`config.mk`:
```
export PLATFORM = sky130hd
export DESIGN_NAME = rom_load_sched
export DESIGN_NICKNAME = d
export VERILOG_FILES = /design/src/rtl/starforce_rom_pkg.sv /design/src/rtl/rom_load_fifo.sv /design/src/rtl/rom_load_sched.sv
export SDC_FILE = /design/constraint.sdc
export NUM_CORES = 1
export LEC_CHECK = 0
export ABC_AREA = 1
export BUFFER_PORTS_ARGS = -buffer_cell sky130_fd_sc_hd__buf_2
export CORE_MARGIN = 1.5
export CORE_UTILIZATION = 50
export CTS_BUF_LIST = sky130_fd_sc_hd__clkbuf_4
export DETAILED_ROUTE_END_ITERATION = 6
export PLACE_DENSITY = 0.7
export REMOVE_ABC_BUFFERS = 1
export SLEW_MARGIN = 20
export SYNTH_ARGS = -nofsm -noshare
export SYNTH_HDL_FRONTEND = slang
export SYNTH_HIERARCHICAL = 1
export SYNTH_SLANG_ARGS = --single-unit
```
`constraint.sdc`:
```
create_clock -name clk_sys -period 3.9 [get_ports clk_sys]
set_clock_uncertainty 0.1 [all_clocks]
set_input_delay 0.39 -clock clk_sys [delete_from_list [all_inputs] [get_ports clk_sys]]
set_output_delay 0.39 -clock clk_sys [all_outputs]
set_load 0.01 [all_outputs]
```
`src/rtl/starforce_rom_pkg.sv`:
```
// starforce_rom_pkg: Star Force ROM region map, load-FSM states and queued ROM write entry type.
package starforce_rom_pkg;
  typedef enum logic [2:0] {REG_CPU, REG_SND, REG_FG, REG_BG1, REG_BG2, REG_BG3, REG_SPR} rom_region_e;
  typedef enum logic [1:0] {ST_RUN, ST_LOAD, ST_DRAIN, ST_HOLD} load_st_e;
  typedef struct packed {
    rom_region_e region;
    logic [14:0] offset;
    logic [7:0]  data;
  } rom_wr_t;
  localparam int NUM_REGIONS = 7;
  localparam logic [24:0] REGION_BASE [NUM_REGIONS] = '{25'h00000, 25'h08000, 25'h0A000, 25'h0D000,
                                                         25'h10000, 25'h13000, 25'h16000};
  localparam logic [24:0] REGION_SIZE [NUM_REGIONS] = '{25'h08000, 25'h02000, 25'h03000, 25'h03000,
                                                         25'h03000, 25'h03000, 25'h06000};
  localparam logic [24:0] ROM_END = REGION_BASE[NUM_REGIONS-1] + REGION_SIZE[NUM_REGIONS-1];
  localparam logic [7:0] ROM_IDX = 8'd0;
  localparam logic [7:0] DIP_IDX = 8'd254;
  function automatic rom_wr_t rom_decode(input logic [24:0] addr, input logic [7:0] data);
    rom_wr_t e;
    e.region = REG_CPU;
    e.offset = addr[14:0];
    e.data   = data;
    for (int i = 1; i < NUM_REGIONS; i++)
      if (addr >= REGION_BASE[i]) begin
        e.region = rom_region_e'(3'(i));
        e.offset = 15'(addr - REGION_BASE[i]);
      end
    return e;
  endfunction
endpackage

```
`src/rtl/rom_load_fifo.sv`:
```
// rom_load_fifo: power-of-two FIFO of ROM write entries, also exposing the entry behind the head.
module rom_load_fifo #(
  parameter int DEPTH = 4,
  parameter int W = 26
) (
  input  logic                     clk_sys,
  input  logic                     reset_n,
  input  logic                     push,
  input  logic [W-1:0]             din,
  input  logic                     pop,
  output logic [W-1:0]             dout,
  output logic [W-1:0]             dout_nxt,
  output logic                     full,
  output logic                     empty,
  output logic [$clog2(DEPTH):0]   count
);
  localparam int AW = $clog2(DEPTH);
  localparam int CW = AW + 1;
  logic [W-1:0] mem_q [DEPTH];
  logic [AW-1:0] wr_q, rd_q;
  logic [CW-1:0] cnt_q;
  logic wr_en, rd_en;
  assign full     = cnt_q[AW];
  assign empty    = cnt_q == '0;
  assign wr_en    = push & ~full;
  assign rd_en    = pop & ~empty;
  assign dout     = mem_q[rd_q];
  assign dout_nxt = mem_q[rd_q + AW'(1)];
  assign count    = cnt_q;
  always_ff @(posedge clk_sys)
    if (wr_en) mem_q[wr_q] <= din;
  always_ff @(posedge clk_sys or negedge reset_n)
    if (!reset_n) begin
      wr_q  <= '0;
      rd_q  <= '0;
      cnt_q <= '0;
    end else begin
      wr_q  <= wr_q + AW'(wr_en);
      rd_q  <= rd_q + AW'(rd_en);
      cnt_q <= cnt_q + CW'(wr_en) - CW'(rd_en);
    end
endmodule

```
`src/rtl/rom_load_sched.sv`:
```
// rom_load_sched: ioctl download to Star Force ROM write sequencer with DIP capture and core reset hold; ROM_CHECKSUM_EN drives rom_sum with the sum of acked bytes.
module rom_load_sched
  import starforce_rom_pkg::*;
#(
  parameter int          FIFO_DEPTH  = 4,
  parameter int          RESET_HOLD  = 1024,
  parameter logic [15:0] DIP_DEFAULT = 16'hFFFF
) (
  input  logic        clk_sys,
  input  logic        reset_n,
  input  logic        ioctl_download,
  input  logic [7:0]  ioctl_index,
  input  logic        ioctl_wr,
  input  logic [24:0] ioctl_addr,
  input  logic [7:0]  ioctl_dout,
  output logic        ioctl_wait,
  output logic        rom_wr_req,
  input  logic        rom_wr_ack,
  output logic [2:0]  rom_region,
  output logic [14:0] rom_addr,
  output logic [7:0]  rom_data,
  output logic        core_reset,
  output logic        load_done,
  output logic [1:0]  load_err,
  output logic [15:0] dip_sw,
  output logic [15:0] rom_sum
);
  localparam int CW = $clog2(FIFO_DEPTH) + 1;
  localparam int HW = $clog2(RESET_HOLD + 1);
  localparam logic [HW-1:0] HOLD_LAST = HW'(RESET_HOLD - 1);
  load_st_e st_q, st_d;
  logic [HW-1:0] cnt_q, cnt_d;
  logic dl_q, req_q, req_d, wait_q, done_q;
  logic [1:0] err_q, err_d;
  logic [15:0] dip_q, dip_d;
  rom_wr_t ent, head, head_nxt, fld_q, fld_d;
  logic full, empty, rom_sel, dip_sel, push, pop, rise, more;
  logic [CW-1:0] count, count_nxt;
  assign rom_sel = ioctl_download & ioctl_wr & (ioctl_index == ROM_IDX);
  assign dip_sel = ioctl_download & ioctl_wr & (ioctl_index == DIP_IDX) & (ioctl_addr[24:3] == '0);
  assign push    = rom_sel & (ioctl_addr < ROM_END);
  assign pop     = req_q & rom_wr_ack;
  assign rise    = ioctl_download & (ioctl_index == ROM_IDX) & ~dl_q;
  assign more    = count > CW'(1);
  assign ent     = rom_decode(ioctl_addr, ioctl_dout);
  rom_load_fifo #(.DEPTH(FIFO_DEPTH), .W($bits(rom_wr_t))) u_fifo (
    .clk_sys, .reset_n, .push, .din(ent), .pop,
    .dout(head), .dout_nxt(head_nxt), .full, .empty, .count
  );
  always_comb begin
    count_nxt = count + CW'(push & ~full) - CW'(pop);
    req_d     = req_q ? (~rom_wr_ack | more) : ~empty;
    fld_d     = (~req_q & ~empty) ? head : (pop & more) ? head_nxt : fld_q;
    err_d     = (rise ? 2'b00 : err_q) | {push & full, rom_sel & ~push};
    dip_d     = ~dip_sel ? dip_q :
                (ioctl_addr[2:0] == 3'd0) ? {ioctl_dout, dip_q[7:0]} :
                (ioctl_addr[2:0] == 3'd1) ? {dip_q[15:8], ioctl_dout} : dip_q;
    st_d      = st_q;
    cnt_d     = cnt_q;
    if (rise) begin
      st_d  = ST_LOAD;
      cnt_d = '0;
    end else begin
      case (st_q)
        ST_LOAD:  st_d = ioctl_download ? ST_LOAD : ST_DRAIN;
        ST_DRAIN: st_d = (empty & ~req_q) ? ST_HOLD : ST_DRAIN;
        ST_HOLD: begin
          cnt_d = cnt_q + HW'(1);
          st_d  = (cnt_q == HOLD_LAST) ? ST_RUN : ST_HOLD;
        end
        default:  st_d = st_q;
      endcase
    end
  end
  always_ff @(posedge clk_sys or negedge reset_n)
    if (!reset_n) begin
      st_q   <= ST_HOLD;
      cnt_q  <= '0;
      dl_q   <= 1'b0;
      req_q  <= 1'b0;
      wait_q <= 1'b0;
      done_q <= 1'b0;
      err_q  <= '0;
      dip_q  <= DIP_DEFAULT;
      fld_q  <= '0;
    end else begin
      st_q   <= st_d;
      cnt_q  <= cnt_d;
      dl_q   <= ioctl_download & (ioctl_index == ROM_IDX);
      req_q  <= req_d;
      wait_q <= count_nxt >= CW'(FIFO_DEPTH - 1);
      done_q <= done_q | (st_q != ST_RUN && st_d == ST_RUN);
      err_q  <= err_d;
      dip_q  <= dip_d;
      fld_q  <= fld_d;
    end
`ifdef ROM_CHECKSUM_EN
  logic [15:0] sum_q;
  always_ff @(posedge clk_sys or negedge reset_n)
    if (!reset_n) sum_q <= '0;
    else if (rise) sum_q <= '0;
    else if (pop && st_q != ST_RUN) sum_q <= sum_q + {8'd0, fld_q.data};
  assign rom_sum = sum_q;
`else
  assign rom_sum = '0;
`endif
  assign ioctl_wait = wait_q;
  assign rom_wr_req = req_q;
  assign rom_region = fld_q.region;
  assign rom_addr   = fld_q.offset;
  assign rom_data   = fld_q.data;
  assign core_reset = st_q != ST_RUN;
  assign load_done  = done_q;
  assign load_err   = err_q;
  assign dip_sw     = dip_q;
endmodule

```
; Word level (Yosys, flattened, before mapping)
; Memories as Yosys holds them, arrays and structs flattened.
; Index checks and enable logic that the tools add are counted.
[totals]
word_cells = 104
inputBits = 46
memories = 1
output_inout_bits = 64
ram_bits = 104
regBits = 68
[op_classes]
reduce_logical = 11
n_lt_le_gt_ge = 9
bitwise = 27
add_sub_neg = 14
n_mux = 21
eq_ne = 6
[mem_list]
columns = name, depth, width, read_ports, rd_ports_with_merged_regs, write_ports, line
row1 = u_fifo.mem_q, 4, 26, 2, 0, 1, rom_load_fifo.sv:19  ; logic [W-1:0] mem_q [DEPTH];
[op_table]
columns = cell, n
row1 = $ge 25x16->1 const B, 3
row2 = $ge 25x17->1 const B, 3
row3 = $mux 18, 4
row4 = $mux 26, 2
row5 = $mux 16, 2
row6 = $sub 15x1->15 const B, 2
row7 = $sub 15x14->15 const B, 2
row8 = $sub 15x15->15 const B, 2
row9 = $lt 25x17->1 const B, 1
row10 = $logic_not 22->1, 1
row11 = $mux 11, 2
row12 = $mux 17, 1
row13 = $and 1x1->1, 15
row14 = $add 11x1->11 const B, 1
row15 = $eq 11x10->1 const B, 1
row16 = $eq 8x8->1 const B, 1
row17 = $logic_not 8->1, 1
row18 = $mux 2, 4
row19 = $mux 8, 1
row20 = $not 1->1, 7
row21 = $logic_not 3->1, 2
row22 = $pmux 2 s3, 1
row23 = $reduce_bool 2->1, 3
row24 = $sub 3x1->3, 2
row25 = 18 further kinds, 24

; Logic depth before layout (Yosys ltp)
[depth]
word_depth = 8
depth_mapped = 17
ltp_nobuf = 17

; By module
; The synthesis kept the hierarchy.
[modules_own_cells]
columns = module, instances, cells_per_inst, area_each_um2, seq_area_each_um2
row1 = rom_load_fifo, 1, 499, 5170.0, 3298.2
row2 = rom_load_sched, 1, 498, 3814.9, 1549.0

; Worst setup path after synthesis
; OpenSTA, ideal clock, no wires.
[synth_timing]
kind = in2reg
startpoint = in ioctl_addr[17]
endpoint = mem u_fifo.mem_q[0][0], enable pin
n_path_buf = 0
path_slack_ns = 0.397
arrival_ns = 2.962
t_required_ns = 3.358
cell_stages = 9
setup_time_ns = 0.442
cell_sequence = inv_1 > nand2_1 > nor2_2 > nand2_2 > a31oi_1 > nand3_1 > inv_1 > nand2_1 > nor3_1
[synth_between]
elab_chain_cells = 5
[synth_rtl]
columns = element, line
row1 = "start, declared", rom_load_sched.sv:14  ; input logic [24:0] ioctl_addr,
row2 = $lt 25x17->1, rom_load_sched.sv:41  ; assign push = rom_sel & (ioctl_addr < ROM_END);
row3 = $and 1x1->1, rom_load_sched.sv:41
row4 = via push, rom_load_sched.sv:37  ; logic full, empty, rom_sel, dip_sel, push, pop, rise, more;
row5 = $and 1x1->1, rom_load_fifo.sv:25  ; assign wr_en = push & ~full;
row6 = $mux 1, rom_load_fifo.sv:31  ; if (wr_en) mem_q[wr_q] <= din;
row7 = $mux 1 (implied by the code), rom_load_fifo.sv:31
row8 = "end, declared", rom_load_fifo.sv:19
; The timed path passes the listed nets, and every way through them passes these cells.

; Worst setup path after layout
[layout_timing]
startpoint = in ioctl_index[2]
endpoint = reg wait_q, in the netlist ioctl_wait
[layout_between]
elab_chain_cells = 7
[layout_rtl]
columns = element, line
row1 = "start, declared", rom_load_sched.sv:12  ; input logic [7:0] ioctl_index,
row2 = $logic_not 8->1, rom_load_sched.sv:39  ; assign rom_sel = ioctl_download & ioctl_wr & (ioctl_index == ROM_IDX);
row3 = $and 1x1->1, rom_load_sched.sv:39
row4 = $and 1x1->1, rom_load_sched.sv:41
row5 = via push, rom_load_sched.sv:37
row6 = $and 1x3->3, rom_load_sched.sv:51  ; count_nxt = count + CW'(push & ~full) - CW'(pop);
row7 = $add 3x3->3, rom_load_sched.sv:51
row8 = $sub 3x1->3, rom_load_sched.sv:51
row9 = $ge 3x2->1, rom_load_sched.sv:91  ; wait_q <= count_nxt >= CW'(FIFO_DEPTH - 1);
row10 = "end signal, assigned", rom_load_sched.sv:91
row11 = "end, declared", rom_load_sched.sv:33  ; logic dl_q, req_q, req_d, wait_q, done_q;
; The timed path passes the listed nets, and every way through them passes these cells.
; A chain may end at the register's enable or synchronous reset.

==> flow_results.org <==
** Pwr
- For this design the static power due to leakage is 4.27 nW.
- Internal cell power :: 3.47 mW
- Sequential share of power :: 0.413
- In this run the power density over the cells is 580 nW/µm².
- The design draws 5.83 mW.
- Switching power share of the total :: 0.406
- Summed over all nets, the switching power comes to 2.37 mW.
- Of the total power, the clock network draws 0.179.
- Share of power burned in combinational logic :: 0.409
- Peak ir drop on the vdd network :: 0.351 mV

** Clock tree
- Buffer depth of the longest clock path :: 2
- Number of clock sinks seen by CTS :: 172
- Total CTS buffers :: 17
- Worst-Skew Late Latency :: 560 ps
- CTS built an H-tree with a depth of 4.
- Resized cells post-CTS :: 0
- CTS Root Cell :: clkbuf_4
- Clock-pin slew was measured on the worst setup and hold paths at 130 ps.
- Clock tree from TritonCTS :: yes

** Logic synthesis
- Counting flops with a built-in enable in the synthesized netlist gives 104.
- Synthesis instantiated 45 different standard cells from the library.
- After synthesis the netlist holds a flip-flop and latch count of 172.
- Netlist area before placement :: 8980 µm²
- For this run, the number of Yosys warnings is 6.
- Share of synthesized area occupied by flip-flops and latches :: 0.539
- In the synthesized netlist the async set-or-reset flop fraction comes to 0.395.
- Avg Cell Area, Syn :: 9.01 µm²
- Cells after synthesis :: 997
- Top flip-flop cell by instance count after synthesis :: edfxtp_1

** Placed design
- At the end of routability-driven placement, the weighted congestion stood at 0.857.
- Detailed placer's ending HPWL :: 13200 µm
- Buffers added on ports :: 93
- Total instance count after detailed placement :: 1278
- In this run the cell area measured after placement is 9510 µm².

** Cells and area
- From synthesis to final layout, the design area changed by 11.9%.
- Fill cells in the final layout number 1595.
- Share of final-layout standard cells stronger than drive strength 1 :: 0.179
- For this run, the post-layout net count is 1159.
- End-of-flow core utilization :: 0.577
- With fillers left out, the area of the finished cells amounts to 10100 µm².
- After the flow finishes, the layout carries non-filler instances totaling 1335.

** Floorplan
- The floorplan step defined a die boundary enclosing 18800 µm².
- Starting density of the core :: 0.516
- Row generation in the floorplan step produced 48 rows.
- In this run the count of I/O pins placed on the die edge is 110.
- The floorplan step set the die height to 137 µm.
- Chip width :: 137 µm
- After floorplanning, the core was sized to cover 17400 µm².

** Drt
- Routed WL :: 20200 µm
- For this block, the initial DRC count from the detailed router was 528.
- Per-cell via count in the routed design :: 5.22
- Across all layers, the routed design uses 6968 vias.
- The first detailed-routing pass took 5 iterations.
- ANT nets after route :: 0
- After detailed routing, the average wire length per cell comes to 15.2 µm.
- Total DRC errors in the routed layout :: 0

** Timing
- Max_slew headroom :: 0.341
- Hold Fails Final Rpt :: 0
- Setup repair after global routing missed its margin :: false
- Setup total negative slack :: 0 ps
- At the pin with the least slew margin, the transition time is 988 ps.
- Setup violations remaining at the end of the flow were counted as 0.
- Min Clock Period, post-route :: 3620 ps
- Max Fclk :: 0.277 GHz
- The count of pins over their slew limit was 0.
- Fraction of the cycle the final worst path needs :: 0.927

** Outcome
- Outcome :: finished, final reports clean

** Critical path
- Critical-path top delay cell :: dlygate4sd3_1
- For the worst setup path, the data required time is 4300 ps.
- Critical Path End Type :: flip-flop
- The worst setup path is launched from a primary input.
- Worst-path maximum fanout :: 3
- The critical path is of the primary input to flip-flop type.
- Traced cell by cell, the critical path runs through dlygate4sd3_1 -> buf_2 -> nor3_1 -> dlygate4sd3_1 -> nand4_1 -> dlygate4sd3_1 -> inv_1 -> nand3_1 -> inv_1 -> nand2_1 -> ha_1 -> inv_1 -> ha_1 -> fa_1 -> or2_2 -> nand3_1.
- Endpoint arrival time on the critical path :: 4020 ps
- Critical Path Max Stage Delay :: 570 ps

** Global routing
- Antenna violations before repair :: 1
- The first global-routing pass estimated 32900 µm of wire.
- Residual overflow from global routing :: 0
- Number of global-route vias before repair :: 6510
- Entering global routing, the biggest net connects 91 pins.
- Across every metal layer, demand over resource in global routing totals 0.230.

** Flow run
- Max-cap viol count :: 0

** Hold path
- The min-delay analysis places its worst path in the category primary input to flip-flop.
[flip-flops by register name, indices dropped and copies added, names as in the netlist, 2 cells and up]
signal,count
cnt_q,11
dip_sw,16
load_err,2
rom_addr,15
rom_data,8
rom_region,3
st_q,2
u_fifo/count,3
u_fifo/mem_q,104
u_fifo/rd_q,2
u_fifo/wr_q,2
[synth_stat cells (2+ instances only)]
| master | n | area [µm²] |
|---|---|---|
| nand2_1 | 244 | 916 |
| edfxtp_1 | 104 | 3120 |
| nor2_1 | 103 | 387 |
| inv_1 | 94 | 353 |
| o21ai_0 | 79 | 395 |
| nand3_1 | 52 | 260 |
| dfrtp_1 | 50 | 1250 |
| o21ai_1 | 32 | 160 |
| a31oi_1 | 28 | 175 |
| o211ai_1 | 23 | 173 |
| buf_4 | 22 | 165 |
| dfstp_2 | 18 | 473 |
| a21oi_1 | 17 | 85.1 |
| clkbuf_1 | 16 | 60.1 |
| o21ai_2 | 16 | 140 |
| ha_1 | 15 | 188 |
| buf_2 | 13 | 65.1 |
| buf_6 | 12 | 135 |
| nand4_1 | 9 | 56.3 |
| nand2_2 | 7 | 43.8 |
| nor3_1 | 6 | 30.0 |
| nor2_2 | 4 | 25.0 |
| xnor2_1 | 3 | 26.3 |
| xor2_1 | 3 | 26.3 |
| fa_1 | 2 | 40.0 |
| inv_4 | 2 | 12.5 |
| nand3_2 | 2 | 20.0 |
| nor2_4 | 2 | 22.5 |
| nor3b_1 | 2 | 15.0 |
| or2_2 | 2 | 12.5 |
[final timing paths]
path / cells after the start / startpoint / endpoint / slack (ps)
max: 16 / ioctl_index[2] / ioctl_wait / 280
min: 1 / ioctl_addr[11] / u_fifo/mem_q[0][19] / 60
max reg2reg: 8 / u_fifo/rd_q[1] / rom_addr[0] / 1360
min reg2reg: 2 / dip_sw[7] / dip_sw[7] / 380
max in group asynchronous: 3 / reset_n / dip_sw[11] / 2790
min in group asynchronous: 2 / reset_n / rom_addr[5] / 260
[worst max-delay path, delay by kind of cell]
family / cells / cell delay [ps]
buf+inv: 7 / 2020
fa+ha+maj: 3 / 810
simple gates: 6 / 780
[timing repair]
action	in CTS	in global routing
hold buffers	24	0
setup buffers	0	0
endpoints found under the hold margin	134	0
[cell families after synthesis]
kind of cell,Yosys count,synth area share
DFF,172,0.539
and+or+nand+nor,436,0.204
adders and majority gates,17,0.0253
other,1,0.000417
xor gates and xnor gates,6,0.00585
buffers and inverters,161,0.0901
AOI/OAI and AO/OA,204,0.134
[power groups by stage]
stage	clock, mW	sequential [mW]	combinational [mW]
after floorplan	0	2.59	1.43
after global placement	0	2.44	2.33
after detailed placement	0	2.45	2.36
after CTS	1.08	2.41	2.38
after global routing	1.15	2.44	2.71
final	1.04	2.41	2.38
[per-layer routing]
metal / track usage / vias up / part of all wire
li1: - / 3497 / -
met1: 0.305 / 3200 / 0.43
met2: 0.383 / 245 / 0.49
met3: 0.0444 / 26 / 0.063
met4: 0.0673 / 0 / 0.011
met5: 0 / - / 0
[metrics by stage]
stage / hold slack (ps) / setup WS (ps)
2_1_floorplan: -5.59 / 397
4_1_cts: 12.7 / 358
6_report: 62.9 / 284
3_3_place_gp: 358 / 1190
5_1_grt: 10.1 / 158
3_5_place_dp: 364 / 1140
[final cells by class]
| class | count | area, µm² | share of cell area |
|---|---|---|---|
| repair buffers | 129 | 836 | 0.0832 |
| diodes | 1 | 2.50 | 0.000249 |
| clock buffers | 20 | 150 | 0.0149 |
| flip-flops and latches | 172 | 4850 | 0.483 |
| well taps | 225 | 282 | 0.0280 |
| multi-input cells | 679 | 3410 | 0.340 |
| inverters | 97 | 370 | 0.0368 |
| clock inverters | 12 | 145 | 0.0144 |
[cell usage in the layout (no fill, tap or decap), types with 10 or more instances in the layout]
cell,n
nand2_1,244
edfxtp_1,104
nor2_1,102
inv_1,94
buf_2,92
o21ai_0,79
nand3_1,52
dfrtp_1,49
o21ai_1,32
a31oi_1,28
dlygate4sd3_1,24
o211ai_1,23
clkbuf_4,20
dfstp_2,18
a21oi_1,17
o21ai_2,16
conb_1,16
ha_1,15
buf_4,10
(Power assumes the default switching activity.)
